### config.mk
export PLATFORM = sky130hd
export DESIGN_NAME = lcd_win_ctrl
export DESIGN_NICKNAME = d
export VERILOG_FILES = /design/src/rtl/lcd_win_ctrl.sv
export SDC_FILE = /design/constraint.sdc
export NUM_CORES = 1
export LEC_CHECK = 0
export CORE_MARGIN = 2
export CORE_UTILIZATION = 55
export DETAILED_ROUTE_END_ITERATION = 16
export GPL_TIMING_DRIVEN = 1
export MAX_ROUTING_LAYER = met4
export PLACE_DENSITY = 0.68
export SETUP_SLACK_MARGIN = 0.3
export SLEW_MARGIN = 20
export SYNTH_ARGS = -nofsm -noshare
export SYNTH_HDL_FRONTEND = slang
export SYNTH_SLANG_ARGS = --single-unit
### constraint.sdc
create_clock -name clk -period 27.8 [get_ports clk]
set_input_delay 6.95 -clock clk [delete_from_list [all_inputs] [get_ports clk]]
set_output_delay 6.95 -clock clk [all_outputs]
set_load 0.02 [all_outputs]
### src/rtl/lcd_win_ctrl.sv
// LCD window controller: holds an IMG x IMG image, keeps a movable and
// mirrorable WIN x WIN window into it, and streams that window out in raster
// order after every accepted command.
//
// state    | meaning
// ---------+-------------------------------------------------------------
// S_IDLE   | waiting for cmd_valid; busy=0
// S_LOAD   | writing datain into the image buffer, row-major
// S_UPDATE | one cycle: apply move / mirror / re-centre for the command
// S_OUTPUT | WIN*WIN pixel cycles, then one closing cycle back to idle
module lcd_win_ctrl #(
    parameter int DW  = 8,
    parameter int IMG = 6,
    parameter int WIN = 3
) (
    input  logic          clk,
    input  logic          reset,
    input  logic [DW-1:0] datain,
    input  logic [2:0]    cmd,
    input  logic          cmd_valid,
    output logic [DW-1:0] dataout,
    output logic          output_valid,
    output logic          busy
);

    localparam int CW   = $clog2(IMG);
    localparam int NPIX = IMG * IMG;
    localparam int LW   = $clog2(NPIX);
    localparam int RW   = $clog2(WIN + 1);

    localparam logic [CW-1:0] OMAX  = CW'(IMG - WIN);
    localparam logic [CW-1:0] OCTR  = CW'((IMG - WIN) / 2);
    localparam logic [LW-1:0] LAST  = LW'(NPIX - 1);
    localparam logic [LW-1:0] IMG_L = LW'(IMG);
    localparam logic [RW-1:0] WLAST = RW'(WIN - 1);
    localparam logic [RW-1:0] WEND  = RW'(WIN);

    localparam logic [2:0] C_REFRESH = 3'd0;
    localparam logic [2:0] C_LOAD    = 3'd1;
    localparam logic [2:0] C_RIGHT   = 3'd2;
    localparam logic [2:0] C_LEFT    = 3'd3;
    localparam logic [2:0] C_UP      = 3'd4;
    localparam logic [2:0] C_DOWN    = 3'd5;
    localparam logic [2:0] C_MIRX    = 3'd6;
    localparam logic [2:0] C_MIRY    = 3'd7;

    typedef enum logic [1:0] {S_IDLE, S_LOAD, S_UPDATE, S_OUTPUT} state_t;

    state_t        state_q, state_d;
    logic [2:0]    cmd_q, cmd_d;
    logic [CW-1:0] ox_q, ox_d, oy_q, oy_d;
    logic          mx_q, mx_d, my_q, my_d;
    logic [LW-1:0] lcnt_q, lcnt_d;
    logic [RW-1:0] r_q, r_d, c_q, c_d;
    logic [DW-1:0] buf_q [NPIX];
    logic [DW-1:0] buf_d [NPIX];
    logic [DW-1:0] dout_q, dout_d;
    logic          ov_q, ov_d;
    logic          busy_q, busy_d;

    logic [CW-1:0] row_off, col_off, row_idx, col_idx;
    logic [LW-1:0] pix_addr;

    // Source pixel address for window position (r_q, c_q), mirrors applied
    always_comb begin
        row_off  = my_q ? CW'(WLAST - r_q) : CW'(r_q);
        col_off  = mx_q ? CW'(WLAST - c_q) : CW'(c_q);
        row_idx  = oy_q + row_off;
        col_idx  = ox_q + col_off;
        pix_addr = LW'(row_idx) * IMG_L + LW'(col_idx);
    end

    // Next-state and next-output computation for the command sequencer
    always_comb begin
        state_d = state_q;
        cmd_d   = cmd_q;
        ox_d    = ox_q;
        oy_d    = oy_q;
        mx_d    = mx_q;
        my_d    = my_q;
        lcnt_d  = lcnt_q;
        r_d     = r_q;
        c_d     = c_q;
        buf_d   = buf_q;
        dout_d  = dout_q;
        ov_d    = ov_q;
        busy_d  = busy_q;

        case (state_q)
            S_IDLE: begin
                if (cmd_valid) begin
                    cmd_d  = cmd;
                    busy_d = 1'b1;
                    lcnt_d = '0;
                    state_d = (cmd == C_LOAD) ? S_LOAD : S_UPDATE;
                end
            end
            S_LOAD: begin
                buf_d[lcnt_q] = datain;
                if (lcnt_q == LAST) begin
                    state_d = S_UPDATE;
                end else begin
                    lcnt_d = lcnt_q + LW'(1);
                end
            end
            S_UPDATE: begin
                case (cmd_q)
                    C_LOAD: begin
                        ox_d = OCTR;
                        oy_d = OCTR;
                        mx_d = 1'b0;
                        my_d = 1'b0;
                    end
                    C_RIGHT: if (ox_q < OMAX)  ox_d = ox_q + CW'(1);
                    C_LEFT:  if (ox_q != '0)   ox_d = ox_q - CW'(1);
                    C_DOWN:  if (oy_q < OMAX)  oy_d = oy_q + CW'(1);
                    C_UP:    if (oy_q != '0)   oy_d = oy_q - CW'(1);
                    C_MIRX:  mx_d = ~mx_q;
                    C_MIRY:  my_d = ~my_q;
                    C_REFRESH: ;
                    default: ;
                endcase
                r_d     = '0;
                c_d     = '0;
                state_d = S_OUTPUT;
            end
            S_OUTPUT: begin
                if (r_q != WEND) begin
                    dout_d = buf_q[pix_addr];
                    ov_d   = 1'b1;
                    if (c_q == WLAST) begin
                        c_d = '0;
                        r_d = r_q + RW'(1);
                    end else begin
                        c_d = c_q + RW'(1);
                    end
                end else begin
                    // closing cycle after the last pixel
                    dout_d  = '0;
                    ov_d    = 1'b0;
                    busy_d  = 1'b0;
                    state_d = S_IDLE;
                end
            end
            default: state_d = S_IDLE;
        endcase
    end

    // State, buffer and registered outputs; reset clears the image too
    always_ff @(posedge clk or posedge reset) begin
        if (reset) begin
            state_q <= S_IDLE;
            cmd_q   <= '0;
            ox_q    <= OCTR;
            oy_q    <= OCTR;
            mx_q    <= 1'b0;
            my_q    <= 1'b0;
            lcnt_q  <= '0;
            r_q     <= '0;
            c_q     <= '0;
            for (int i = 0; i < NPIX; i++) buf_q[i] <= '0;
            dout_q  <= '0;
            ov_q    <= 1'b0;
            busy_q  <= 1'b0;
        end else begin
            state_q <= state_d;
            cmd_q   <= cmd_d;
            ox_q    <= ox_d;
            oy_q    <= oy_d;
            mx_q    <= mx_d;
            my_q    <= my_d;
            lcnt_q  <= lcnt_d;
            r_q     <= r_d;
            c_q     <= c_d;
            buf_q   <= buf_d;
            dout_q  <= dout_d;
            ov_q    <= ov_d;
            busy_q  <= busy_d;
        end
    end

    assign dataout      = dout_q;
    assign output_valid = ov_q;
    assign busy         = busy_q;

endmodule
==> results.tsv <==
metric	value	unit
status	completed	
Yosys top cell area share	51.3	%
via count	8752	
most numerous cell in the Yosys netlist	dfrtp_1	
setup ws final	19.34	ns
post-synth cell types	61	
final wirelength	32900	µm
Placer Congestion	0.773	
DRT iter0 DRCs	594	
die width	172	µm
core area	0.0279	mm²
Final setup viols	0	
top_reg_cell synth	dfrtp_1	
critical path type	reg2out	
net count after synthesis	1100	
Buf+Inv Stages, Crit Path	1	
Synth Area in Simple Gates	5.18	%
final hold vios	0	
nets@finish	1110	
post-synthesis compound-gate area fraction	2.58	%
H-tree depth	2	
Final TNS setup	0	ns
Lkg Pwr	7.64	nW
fillers	2117	
Worst-Skew Late Latency	0.50	ns
flops & latches, synth	321	
CP required	20.85	ns
CP Cell Sequence	clkdlybuf4s50_1	
# IOs	24	
largest family of logic cells by synthesized area	multiplexers	
half-perimeter wire length after placement	20000	µm
die area	0.0297	mm²
synth top area cells	dfrtp_1 (51%), mux2_2 (22%), mux4_2 (7.5%)	
Post-Synth Adder-Cell Area	2.30	%
final core occ	61.6	%
vias in the first global route	8973	
unrepaired setup endpoints after global routing	false	
largest net degree at the start of global routing	180	
clock skew	0.00928	ns
fmax	118	MHz
CTS Buffer Depth	3	
synth cell count leaders	dfrtp_1 (319), mux2_2 (303), nand2_1 (57)	
Sequential Area	0.00804	mm²
Critical-path top delay cell	clkdlybuf4s50_1	
final worst-path cycle share	30.4	%
total chip power	2.20	mW
post-CTS setup buffer count	0	
Multi-input gate area	0.00713	mm²
min-delay worst type	reg2reg	
Tot GR Track Use	24.2	%
total CTS buffers	36	
clock tree root driver cell	clkbuf_16	
Hold WS	0.498	ns
crit start category	register	
TritonRoute pass-1 iters	5	
hold_buf cts	0	
max_slew headroom	33.3	%
# resized after CTS	0	
global-route wire length before repair	52400	µm
DRC Markers	0	
CTS tree	built	
Synth Area in XOR/XNOR	0.836	%
initial antenna violation count	0	
clock-pin slew on the worst setup and hold paths	0.06	ns
wire per inst	22.4	µm
Post-synth EDFFs	0	
post-synthesis mux area share	34.7	%
worst-path maximum fanout	3	
DIE HEIGHT	172	µm
Post-DRT Antenna Nets	0	
Tmin final	8.46	ns
Cell Pwr Density	128	mW/mm²
starting density of the core	55.9	%
Max stage delay on crit path	0.62	ns
peak supply drop	0.218	mV
Port Buffer Count	23	
max-slew violations	0	
Tightest Pin Transition	1.00	ns
synthesis-to-finish area growth	10.3	%
Synth Warn #	0	
synthesized cell area	0.0156	mm²
pre-CTS WS	18.63	ns
Gate Count Post-Synth	1061	
Via density	5.96	
row count	61	
GR Overflow Total	0	
worst path arrival time	1.51	ns
CP delay by family, top	buffers and inverters	
sequential-to-total area share from yosys stat	51.6	%
asr flop ratio synth	100	%
layout cell share with drive strength beyond 1	42.6	%
CTS Sinks	321	
CP Capture Type	primary output	
max-cap violations	0	
area leader, netlist	dfrtp_1	
number of inserted diodes	0	
Avg Inst Size Synth	14.7	µm²
-- metal layers --
layer	up-vias	share of wire, %	global-route usage, %	wire (µm)
met4	0	1.6	5.41	538
met1	4637	47	34.2	15500
li1	3934	-	-	-
met2	139	48	37.7	15700
met5	-	0	-	0
met3	42	3.6	3.75	1180
-- registers in the layout (all words and copies together) (netlist names) --
signal,count
buf_q,288
dataout,8
lcnt_q,6
cmd_q,3
ox_q,3
oy_q,3
c_q,2
r_q,2
state_q,2
busy,1
mx_q,1
my_q,1
output_valid,1
-- cell type report --
class	instances	area share [%]
Tap cell	378	2.76
Timing Repair Buffer	36	2.10
Multi-Input combinational cell	653	41.6
Inverter	23	0.547
Sequential cell	321	46.8
Clock inverter	4	0.117
Clock buffer	54	6.12
-- cell usage in the layout (no fill, tap or decap), drive strengths merged, types with 5 or more instances in the layout --
cell type	count
inv	22
buf	13
nor3	10
xnor2	5
nor2b	6
dfrtp	319
o2111ai	5
o21ai	16
clkinv	5
fa	6
ha	19
nor2	32
nand4	7
a21oi	17
o211ai	7
nand2	57
mux2	303
and2b	5
mux4	76
nand2b	5
nand3	20
mux2i	21
clkdlybuf4s50	23
clkbuf	54
-- power by group --
group | internal [mW] | leakage, nW | switching, mW
sequential | 0.515 | 4.07 | 0.0350
clock | 0.259 | 0.528 | 0.179
combinational | 0.550 | 3.04 | 0.666
-- final timing paths --
kind | slack, ns | endpoint | cells past startpoint | from
worst min-delay path | 0.50 | buf_q[13]$_DFFE_PP0P_ | 1 | buf_q[13]$_DFFE_PP0P_
max in group asynchronous | 19.66 | buf_q[37]$_DFFE_PP0P_ | 3 | reset
worst min register to register | 0.50 | buf_q[13]$_DFFE_PP0P_ | 1 | buf_q[13]$_DFFE_PP0P_
min in group asynchronous | 6.85 | buf_q[110]$_DFFE_PP0P_ | 2 | reset
worst max-delay path | 19.34 | busy | 1 | busy$_DFFE_PP0P_
worst max register to register | 23.34 | dataout[7]$_DFFE_PP0P_ | 13 | c_q[0]$_DFFE_PP0P_
-- per-stage QoR --
stage | cells | area, µm²
floorplan | 1061 | 15600
CTS | 1468 | 17100
finish | 1469 | 17200
global route | 1469 | 17200
global placement | 1410 | 16100
detailed placement | 1410 | 16100
-- kinds of logic after synthesis --
family          Yosys count
simple gates            159
mux                     400
flops                   321
xor+xnor                 10
fa+ha+maj                25
compound gates           59
buf+inv                  87
Note: power is estimated with default switching activity, not from simulation.
